--- config.mk ---
export PLATFORM = sky130hd
export DESIGN_NAME = prog_ctr
export DESIGN_NICKNAME = d
export VERILOG_FILES = /design/src/rtl/prog_ctr_pkg.sv /design/src/rtl/prog_ctr_branch_lut.sv /design/src/rtl/prog_ctr.sv
export SDC_FILE = /design/constraint.sdc
export NUM_CORES = 1
export LEC_CHECK = 0
export CORE_ASPECT_RATIO = 1.4
export CORE_MARGIN = 3
export CORE_UTILIZATION = 50
export DETAILED_ROUTE_END_ITERATION = 7
export GPL_TIMING_DRIVEN = 0
export HOLD_SLACK_MARGIN = 0.1
export PLACE_DENSITY = 0.85
export SYNTH_ARGS = -nofsm -noshare
export SYNTH_HDL_FRONTEND = slang
export SYNTH_SLANG_ARGS = --single-unit
--- constraint.sdc ---
create_clock -name Clk -period 4.39 [get_ports Clk]
set_clock_uncertainty 0.15 [all_clocks]
set_input_delay 1.317 -clock Clk [delete_from_list [all_inputs] [get_ports Clk]]
set_output_delay 1.317 -clock Clk [all_outputs]
set_load 0.01 [all_outputs]
--- src/rtl/prog_ctr_pkg.sv ---
`default_nettype none
// ============================================================================
// Module   : prog_ctr_pkg
// Brief    : Shared state encoding, width defaults and branch-target constants
// Revision : 1.0
// ============================================================================
package prog_ctr_pkg;

    localparam int PC_W_DEF      = 10;
    localparam int LUT_IDX_W_DEF = 4;

    typedef enum logic [1:0] {
        ST_IDLE   = 2'd0,
        ST_RUN    = 2'd1,
        ST_HALTED = 2'd2
    } state_t;

    localparam logic [PC_W_DEF-1:0] LUT_0    = 10'h000;
    localparam logic [PC_W_DEF-1:0] LUT_1    = 10'h004;
    localparam logic [PC_W_DEF-1:0] LUT_2    = 10'h3FC;
    localparam logic [PC_W_DEF-1:0] LUT_3    = 10'h020;
    localparam logic [PC_W_DEF-1:0] LUT_REST = 10'h000;

endpackage : prog_ctr_pkg
`default_nettype wire

--- src/rtl/prog_ctr_branch_lut.sv ---
`default_nettype none
// ============================================================================
// Module   : branch_lut
// Brief    : Combinational 16-entry branch target / offset lookup
// Revision : 1.0
// ============================================================================
module branch_lut
    import prog_ctr_pkg::*;
#(
    parameter int PC_W      = PC_W_DEF,
    parameter int LUT_IDX_W = LUT_IDX_W_DEF
) (
    input  logic [LUT_IDX_W-1:0] TargetIdx,
    output logic [PC_W-1:0]      Value
);

    // Entries are sign-extended so offsets stay negative at wider PC widths.
    always_comb begin
        Value = PC_W'($signed(LUT_REST));
        case (TargetIdx)
            LUT_IDX_W'(0): Value = PC_W'($signed(LUT_0));
            LUT_IDX_W'(1): Value = PC_W'($signed(LUT_1));
            LUT_IDX_W'(2): Value = PC_W'($signed(LUT_2));
            LUT_IDX_W'(3): Value = PC_W'($signed(LUT_3));
            default:       Value = PC_W'($signed(LUT_REST));
        endcase
    end

endmodule : branch_lut
`default_nettype wire

--- src/rtl/prog_ctr.sv ---
`default_nettype none
// ============================================================================
// Module   : prog_ctr
// Brief    : Program counter with branch resolution and start/halt handshake
// Revision : 1.0
// ============================================================================
module prog_ctr
    import prog_ctr_pkg::*;
#(
    parameter int PC_W      = PC_W_DEF,
    parameter int LUT_IDX_W = LUT_IDX_W_DEF
) (
    input  logic                 Clk,
    input  logic                 Reset,
    input  logic                 Start,
    input  logic [PC_W-1:0]      StartAddr,
    input  logic                 Halt,
    input  logic                 Jump,
    input  logic                 Branch,
    input  logic                 BrCond,
    input  logic [LUT_IDX_W-1:0] TargetIdx,
    input  logic                 ZeroIn,
    input  logic                 FlagWe,
    output logic [PC_W-1:0]      ProgCtr,
    output logic                 ZeroFlag,
    output logic                 Running,
    output logic                 Done
);

    state_t            state_q;
    logic [PC_W-1:0]   pc_q;
    logic [PC_W-1:0]   pc_d;
    logic              zf_q;
    logic              running_q;
    logic              done_q;
    logic [PC_W-1:0]   lut_val;
    logic              br_taken;

    branch_lut #(
        .PC_W      (PC_W),
        .LUT_IDX_W (LUT_IDX_W)
    ) u_branch_lut (
        .TargetIdx (TargetIdx),
        .Value     (lut_val)
    );

    // Condition uses the flag as it stood before this edge.
    assign br_taken = Branch && (BrCond ? !zf_q : zf_q);

    always_comb begin
        pc_d = pc_q + PC_W'(1);
        if (Jump) begin
            pc_d = lut_val;
        end else if (br_taken) begin
            pc_d = pc_q + lut_val;
        end
    end

    always_ff @(posedge Clk or posedge Reset) begin
        if (Reset) begin
            state_q   <= ST_IDLE;
            pc_q      <= '0;
            zf_q      <= 1'b0;
            running_q <= 1'b0;
            done_q    <= 1'b0;
        end else begin
            case (state_q)
                ST_IDLE, ST_HALTED: begin
                    if (Start) begin
                        state_q   <= ST_RUN;
                        pc_q      <= StartAddr;
                        running_q <= 1'b1;
                        done_q    <= 1'b0;
                    end
                end
                ST_RUN: begin
                    if (FlagWe) begin
                        zf_q <= ZeroIn;
                    end
                    if (Halt) begin
                        state_q   <= ST_HALTED;
                        running_q <= 1'b0;
                        done_q    <= 1'b1;
                    end else begin
                        pc_q <= pc_d;
                    end
                end
                default: begin
                    state_q   <= ST_IDLE;
                    running_q <= 1'b0;
                    done_q    <= 1'b0;
                end
            endcase
        end
    end

    assign ProgCtr  = pc_q;
    assign ZeroFlag = zf_q;
    assign Running  = running_q;
    assign Done     = done_q;

endmodule : prog_ctr
`default_nettype wire
==> results.ini, run 1 <==
[run_status]
status=completed

[yosys]
synthSimpleGateAreaFrac_pct=21.1
synth_area_leaders=dfrtp_1 30%, ha_1 9.7%, o21ai_0 6.5%, nand2_1 4.8%, a21oi_1 4.7%
syn_nets=173
synth.top_cell.area_share_pct=30.1
ys_seq_elements=14
synth_top_family_by_area=compound AO/OA/AOI/OAI gates
synth_edf_count=0
synth_flop_cell=dfrtp_1
synth_cells=141
syn_area_mm2=0.00116
seq_area_frac_synth_pct=30.1
synth_xor_xnor_area_share_pct=5.27
synthMuxAreaShare_pct=1.83
yosys_warnings=0
synth_compound_area_share_pct=27.8
yosysUniqueCellTypes=39
synth_adder_area_share_pct=9.69
async_reset_ff_share_pct=100
syn_area_per_cell_um2=8.24
yosys.area.top_type=dfrtp_1

[cells_and_area]
nets=212
final_area_mm2=0.00157
drive_gt1_share_pct=7.82
area_growth_pct=35.1
insertedDiodeCount=0
fin_util_pct=71.3

[floorplan]
die_y_um=63.1
die_area_mm2=0.00295
coreArea_mm2=0.00220
die_w_um=46.8
start_util_pct=52.8
pin_count=36
num_rows=20

[job]
maxCapViolCount=0

[cts]
clock-sinks=14
cts.clk_slew.worst_paths_ps=90
post-cts-setup-buffers=0
h-tree-depth=1
cts_root_buf=clkbuf_4
numCtsBuffers=3
cts_tree=done
clk_path_buf_depth=2
clk_latency_ps=290

[setup_path]
r2r-start=ZeroFlag
end_kind=flop
worst-r2r-cell-count=9
crit_chain=clkdlybuf4s50_1, or3b_4, or4b_4, inv_1, ha_1, o21ai_2, a22o_1, o31a_1, a221oi_1, nand2_1
crit_path_start=TargetIdx[1]
r2r_end=ProgCtr[9]
cp.required_ps=4420
critPathLaunchType=primary input
critPathArrivalTime_ps=4250
rrSetupSlack_ps=1570
slowest_stage=or4b_4
cp-endpoint=ProgCtr[9]
crit_path_max_fanout=6
worst-setup-path-type=primary input to flop
cp_slowest_stage_delay_ps=520

[place]
post_dp_cell_area_mm2=0.00153
port_buffers=34
dpl.hpwl_um=2440
gp_congestion=0.864

[power_and_ir_drop]
vdd_ir_drop_max_v=0.000337
seq_power_share_pct=30.5
pwr-share-clk_pct=12.9
p_leak_nw=0.685
switching_power_uw=303
swShare_pct=40.3
power.density_mw_per_mm2=479
power_frac_comb_pct=56.6
cell_internal_pwr_uw=449

[timing]
period_share_pct=96.2
finalSetupViolCount=0
maxSlewHeadroom_pct=57.8
tightest_slew_ps=631
setup_tns_ps=0
rsz0062_at_grt=false
period_needed_ps=4220
whs_ps=363
finalMaxSlewViolations=0
max_freq_ghz=0.237
hold_viol_final=0

[global_routing]
track_usage_pct=21.5
grt_overflow=0
grt_pass1_vias=1126
grt_max_degree=15
antenna_found_initial=0
grt_pass1_wl_um=4820

[route]
wirelength_um=3010
drt-vias-per-instance=6.06
drc_errors=0
first_pass_iters=4
drtIter0Drc=31
num_vias=1218
wl_per_cell_um=15.0
drtAntennaViolNets=0

[min_path]
min_path_type=flop to flop
holdPathStages=2

[through the flow]
stage | setup WS (ps) | std cells | total power [mW]
floorplan | 547 | 141 | 0.472
global placement | -193 | 197 | 0.635
detailed placement | -281 | 197 | 0.651
CTS | 8.38 | 201 | 0.749
global route | 73.9 | 201 | 0.806
finish | 167 | 201 | 0.753
[cells in the mapped netlist (2+ instances only)]
cell / number
nor2b_1: 2
a21o_1: 2
dfrtp_1: 14
o221ai_1: 3
nor3_1: 3
ha_1: 9
and3_1: 3
a31oi_1: 4
or3_1: 3
nor2_1: 11
nand2b_1: 3
inv_1: 9
a211oi_1: 3
nand2_1: 15
o21ai_0: 15
clkbuf_1: 4
xnor2_1: 3
a21oi_1: 11
xor2_1: 4
[what timing repair did]
item                       4_1_cts  5_1_grt
setup endpoints to repair        0        3
resized for setup                0        2
hold buffers                     0        0
[sequential cells by signal, indices dropped and copies added, names as in the netlist]
name,cells
ProgCtr,10
Done,1
state_q,1
Running,1
ZeroFlag,1
[cell families (layout without fill, tap and decap cells)]
| group | Yosys count | after routing |
|---|---|---|
| flip-flops | 14 | 14 |
| AO/OA/AOI/OAI | 49 | 49 |
| adder cells (fa/ha/maj) | 9 | 9 |
| AND/OR/NAND/NOR | 47 | 47 |
| multiplexers | 2 | 2 |
| buffers and inverters | 13 | 51 |
| XOR/XNOR | 7 | 7 |
[critical path, delay by kind of cell]
| family | cells | cell delay, ps |
|---|---|---|
| buf+inv | 2 | 670 |
| compound gates | 4 | 960 |
| fa+ha+maj | 1 | 260 |
| simple gates | 3 | 1040 |
[power groups by stage]
| stage | registers (mW) | clock network (mW) | logic, mW |
|---|---|---|---|
| after floorplan | 0.249 | 0 | 0.222 |
| after detailed placement | 0.233 | 0 | 0.419 |
| after global placement | 0.230 | 0 | 0.405 |
| final | 0.230 | 0.0970 | 0.426 |
| after global routing | 0.239 | 0.103 | 0.465 |
| after CTS | 0.230 | 0.0975 | 0.421 |
[how the worst min path moves through the flow]
stage	to	slack, ps	start
after floorplan	Running	360	Running
after global placement	Running	310	Running
after detailed placement	Running	340	Running
after CTS	Running	370	Running
after global routing	Running	400	Running
final	Running	360	Running
[area by class of cell]
cell class,count,area [um^2]
clock buffers,4,36.3
flip-flops and latches,14,350
fillers,192,632
plain buffers,4,15.0
inverters,9,33.8
well taps,22,27.5
multi-input cells,114,767
repair buffers,34,340
[cell usage in the layout (no fill, tap or decap), types with 2 or more instances in the layout]
cell type / n
a211oi_1: 3
a21o_1: 2
a21oi_1: 11
a31oi_1: 4
and3_1: 3
clkbuf_1: 4
clkbuf_4: 3
clkdlybuf4s50_1: 34
dfrtp_1: 14
ha_1: 9
inv_1: 9
nand2_1: 15
nand2b_1: 3
nor2_1: 11
nor2b_1: 2
nor3_1: 3
o21ai_0: 14
o221ai_1: 3
or3_1: 3
xnor2_1: 3
xor2_1: 4
[layer usage]
layer  global-route usage [%]  up-vias  share of wire (%)
met5                        0        -                  0
met4                     6.23        0                1.3
met3                     2.29        5                4.2
met2                     39.0       40                 55
met1                     25.0      578                 40
li1                         -      595                  -
No activity file was read; power rests on OpenSTA's default activity.
==> run 2: changes to the inputs <==
--- a/config.mk
+++ b/config.mk
@@ -6,12 +6,12 @@
 export NUM_CORES = 1
 export LEC_CHECK = 0
 export CORE_ASPECT_RATIO = 1.4
-export CORE_MARGIN = 3
-export CORE_UTILIZATION = 50
+export CORE_MARGIN = 5
+export CORE_UTILIZATION = 42
 export DETAILED_ROUTE_END_ITERATION = 7
 export GPL_TIMING_DRIVEN = 0
 export HOLD_SLACK_MARGIN = 0.1
-export PLACE_DENSITY = 0.85
+export PLACE_DENSITY = 0.76
 export SYNTH_ARGS = -nofsm -noshare
 export SYNTH_HDL_FRONTEND = slang
 export SYNTH_SLANG_ARGS = --single-unit
==> constraint.sdc (replaced) <==
create_clock -name Clk -period 3.4 [get_ports Clk]
set_clock_uncertainty 0.15 [all_clocks]
set_input_delay 1.02 -clock Clk [delete_from_list [all_inputs] [get_ports Clk]]
set_output_delay 1.02 -clock Clk [all_outputs]
set_load 0.01 [all_outputs]
==> run 2 against run 1 <==
Global-route usage fell by 3.2 points. Wire length increased by 9.6%. Largest cell class unchanged. Die area is 33% higher.
==> results.ini, run 2 (synthesis gave the netlist of run 1 again) <==
[run_status]
status=completed

[cells_and_area]
drive_gt1_share_pct=18.8
fillers=250
layout_common_cells=29 x clkdlybuf4s50_1, 15 x nand2_1, 14 x dfrtp_1, 12 x o21ai_0, 10 x a21oi_1
area_growth_pct=47.7
nets=219
largest_register_ffs=10
final_area_mm2=0.00172
final_common_cell=clkdlybuf4s50_1
insertedDiodeCount=0
fin_util_pct=65.0

[place]
post_dp_cell_area_mm2=0.00158
port_buffers=34
dp_slack_ps=-651
dpl.hpwl_um=2570
gp_congestion=0.844

[route]
wirelength_met1_um=1390
top_layer=met4
first_pass_iters=4
drt-vias-per-instance=5.59
wl_per_cell_um=14.8
num_vias=1241
drtIter0Drc=35
drc_errors=0
routed-wl-met3_um=116
drtAntennaViolNets=0
wirelength_um=3300
routed-wl-met2_um=1730

[min_path]
min_path_type=flop to flop

[floorplan]
start_util_pct=44.0
coreArea_mm2=0.00264
num_rows=22
die_area_mm2=0.00393
pin_count=36
die_y_um=72.2
die_w_um=54.5

[power_and_ir_drop]
pwr-share-clk_pct=12.1
p_leak_nw=0.735
switching_power_uw=430
power_frac_comb_pct=58.6
swShare_pct=40.7
seq_power_share_pct=29.3
vdd_ir_drop_max_v=0.000351
power.density_mw_per_mm2=616
cell_internal_pwr_uw=628

[timing]
hold_viol_final=0
finalMaxSlewViolations=0
whs_ps=351
setup_ws_ps=131
maxSlewHeadroom_pct=57.4
tightest_slew_ps=637
max_freq_ghz=0.306
period_needed_ps=3270
period_share_pct=96.1
setup_tns_ps=0
finalSetupViolCount=0
rsz0062_at_grt=false

[cts]
clk_latency_ps=290
cts_tree=done
cts_root_buf=clkbuf_4
clk_path_buf_depth=2
clock-sinks=14
holdBufCountCts=0
h-tree-depth=1
cts.clk_slew.worst_paths_ps=100
numCtsBuffers=3

[setup_path]
critPathLaunchType=primary input
end_kind=flop
cp.required_ps=3410
critPathArrivalTime_ps=3270
crit_path_max_fanout=5
worst-setup-path-type=primary input to flop

[global_routing]
grt_max_degree=15
antenna_found_initial=0
track_usage_pct=18.3
grt_pass1_vias=1241
grt_overflow=0
grt_pass1_wl_um=5440

[job]
maxCapViolCount=0

run 2: repair_timing:
| item | CTS | global route |
|---|---|---|
| buffers inserted | 4 | 3 |
| endpoints found under the setup margin | 6 | 6 |
| gates resized for setup | 8 | 17 |
| pin swaps | 9 | 11 |
run 2: per-layer routing:
layer	up-vias	track usage, %
met5	-	0
met4	0	7.48
met3	7	1.64
met2	37	32.2
met1	588	21.9
li1	609	-
run 2: path summary, 6_finish.rpt:
check | start | to | slack [ps] | depth (start not counted)
min in group asynchronous | Reset | ProgCtr[0] | 920 | 2
min | Running | Running | 350 | 2
max | TargetIdx[1] | ProgCtr[5] | 130 | 11
min reg2reg | Running | Running | 350 | 2
max reg2reg | ZeroFlag | ProgCtr[5] | 850 | 10
max in group asynchronous | Reset | ProgCtr[8] | 1800 | 2
run 2: metrics by stage:
step                total power, mW  cells
global route                   1.14    222
floorplan                     0.627    141
finish                         1.06    222
CTS                            1.01    219
global placement              0.845    211
detailed placement            0.864    211
run 2: layout make-up:
cell class | count | area, um^2 | share of cell area, %
Buffer | 4 | 15.0 | 0.875
Clock buffer | 4 | 36.3 | 2.11
Inverter | 9 | 38.8 | 2.26
Multi-Input combinational cell | 114 | 848 | 49.4
Sequential cell | 14 | 350 | 20.4
Tap cell | 36 | 45.0 | 2.62
Timing Repair Buffer | 41 | 383 | 22.3
run 2: worst max-delay path, cell delays in order:
cell      delay (ps)
clkbuf_2         100
or3b_4           390
or4b_4           590
inv_6            110
ha_4             210
o21ai_4          180
a22o_1           210
buf_4            130
xnor2_1           60
o21ai_0          180
a21oi_1           90
run 2: power groups by stage:
stage / Sequential (mW) / Clock, mW / Combinational (mW)
2_1_floorplan: 0.326 / 0 / 0.301
3_3_place_gp: 0.302 / 0 / 0.542
3_5_place_dp: 0.307 / 0 / 0.557
4_1_cts: 0.306 / 0.127 / 0.578
5_1_grt: 0.322 / 0.138 / 0.682
6_report: 0.310 / 0.128 / 0.620
==> edit, RTL diff (config.mk and constraints of run 2) <==
Set the package constant `LUT_IDX_W_DEF` to 5 (it was 4).
--- a/src/rtl/prog_ctr_pkg.sv
+++ b/src/rtl/prog_ctr_pkg.sv
@@ -7,7 +7,7 @@
 package prog_ctr_pkg;
 
     localparam int PC_W_DEF      = 10;
-    localparam int LUT_IDX_W_DEF = 4;
+    localparam int LUT_IDX_W_DEF = 5;
 
     typedef enum logic [1:0] {
         ST_IDLE   = 2'd0,
Interface: changed (resized TargetIdx); port bits go from 36 to 37. The function was not compared with the original's and may differ.
==> edit against run 2 <==
  * Area after synthesis decreased by 1.6%
  * Sequential share of layout area decreased by 0.074 points
  * Worst setup slack got worse by 0.088 ns
  * Routed wire length increased by 0.73%
  * Utilization increased by 0.92 points
  * Final area increased by 0.36%
  * Power decreased by 6.2%
  * First-iteration DRC count decreased by 43%
  * Sequential cell count unchanged
  * Critical path type unchanged
  * Critical endpoint is now ProgCtr[9]
  * Largest cell class unchanged
==> edit: results <==
{
  "antenna_found_initial": 0,
  "drt_iter0_drc": 20,
  "crit_fanout": 6,
  "yosys-top-cells-count": "16 x nand2_1, 14 x dfrtp_1, 11 x o21ai_0, 10 x nor2_1, 9 x ha_1",
  "yosys-top-cells-area": "dfrtp_1 31%, ha_1 9.8%, nand2_1 5.3%",
  "place.port_buffers": 36,
  "clk_latency_ns": 0.29,
  "cp_slowest_cell": "clkdlybuf4s50_1",
  "max-clock-path-buffers": 2,
  "hp-class": "reg2reg",
  "syn_nets": 160,
  "avgViaCountPerCell": 5.64,
  "grt_max_degree": 15,
  "pre_cts_slack_ns": -0.420,
  "layout-drive-gt1-share_pct": 17.1,
  "status": "finished clean",
  "relSlewSlack_pct": 59.8,
  "grt_pass1_wl_mm": 5.18,
  "worst_path_largest_cell_delay_ns": 0.47,
  "clk_pin_slew_worst_paths_ns": 0.10,
  "diodes": 0,
  "cts_root_buffer": "clkbuf_4",
  "p_leak_nw": 0.739,
  "largest_reg_flops": 10,
  "crit_arrival_ns": 3.39,
  "yosysUniqueCellTypes": 42,
  "h-tree-depth": 1,
  "vdd_drop_max_mv": 0.323,
  "finalNetCount": 204,
  "ant_nets": 0,
  "synth_warnings": 0,
  "setup_tns_ns": 0,
  "placed_cell_area_sq_um": 1550,
  "ys_async_sr_fraction_pct": 100,
  "ys.flop_type": "dfrtp_1",
  "gp_congestion": 0.868,
  "dp_hpwl_mm": 2.48,
  "drt-total-wl_mm": 3.32,
  "grt.total_usage_pct": 17.8,
  "numCtsBuffers": 3,
  "ys_seq_area_share_pct": 30.6,
  "drtPass1Iterations": 4,
  "grt_pass1_vias": 1185
}
-- edit: changes by cell type after synthesis, sizes merged, moves of 3 or more --
| cell | delta |
|---|---|
| o221ai | -3 |
| inv | -4 |
| a21oi | -4 |
| or3 | -4 |
| and3 | -4 |
| clkbuf | -4 |
| o21ai | -4 |
-- edit: final cells by class --
type                       instances  area [sq um]
buffer                             3          20.0
timing repair buffer              39           399
sequential                        14           350
multi-input combinational        105           853
clock buffer                       4          36.3
inverter                           5          18.8
fill                             216           892
tap                               36          45.0
-- edit: per-layer routing --
| layer | vias to the layer above | global-route usage (%) | wire length, um |
|---|---|---|---|
| met3 | 6 | 2.70 | 160 |
| met4 | 0 | 9.42 | 61 |
| li1 | 559 | - | - |
| met2 | 47 | 30.1 | 1790 |
| met1 | 549 | 20.8 | 1310 |
| met5 | - | 0 | 0 |
-- edit: timing repair --
| item | CTS | global route |
|---|---|---|
| pin swaps | 1 | 11 |
| endpoints found under the setup margin | 3 | 4 |
| endpoints found under the hold margin | 0 | 0 |
| setup buffers | 1 | 2 |
| resized for setup | 4 | 18 |
-- edit: kinds of logic after synthesis --
group	count (synthesis)	share of synthesized area [%]
buf+inv	8	3.39
fa+ha+maj	9	9.85
simple gates	44	20.4
mux	3	2.74
xor+xnor	8	6.13
flops	14	30.6
compound gates	41	26.9
-- edit: metrics by stage --
step | std cells | power, mW
3_5_place_dp | 199 | 0.803
2_1_floorplan | 127 | 0.580
4_1_cts | 204 | 0.933
6_report | 206 | 0.992
3_3_place_gp | 199 | 0.787
5_1_grt | 206 | 1.06
-- edit: worst paths after layout --
path,start,endpoint,slack [ns],cells past startpoint
setup / recovery,BrCond,ProgCtr[9],0.04,12
hold / removal,Running,Running,0.34,2
setup reg to reg,ZeroFlag,ProgCtr[9],0.79,11
hold reg to reg,Running,Running,0.34,2
max in group asynchronous,Reset,ProgCtr[8],1.79,2
min in group asynchronous,Reset,state_q[0],0.93,2
-- edit: critical path: cells and delay by family --
family / cells / cell delay (ns)
fa+ha+maj: 1 / 0.33
compound gates: 5 / 0.80
buf+inv: 2 / 0.64
simple gates: 2 / 0.31
xor+xnor: 2 / 0.27
-- edit: report_power, final --
group | leakage, nW | total, mW | internal [mW] | switching (mW)
Combinational | 0.550 | 0.563 | 0.304 | 0.259
Sequential | 0.168 | 0.302 | 0.230 | 0.0718
Clock | 0.0210 | 0.127 | 0.0652 | 0.0621
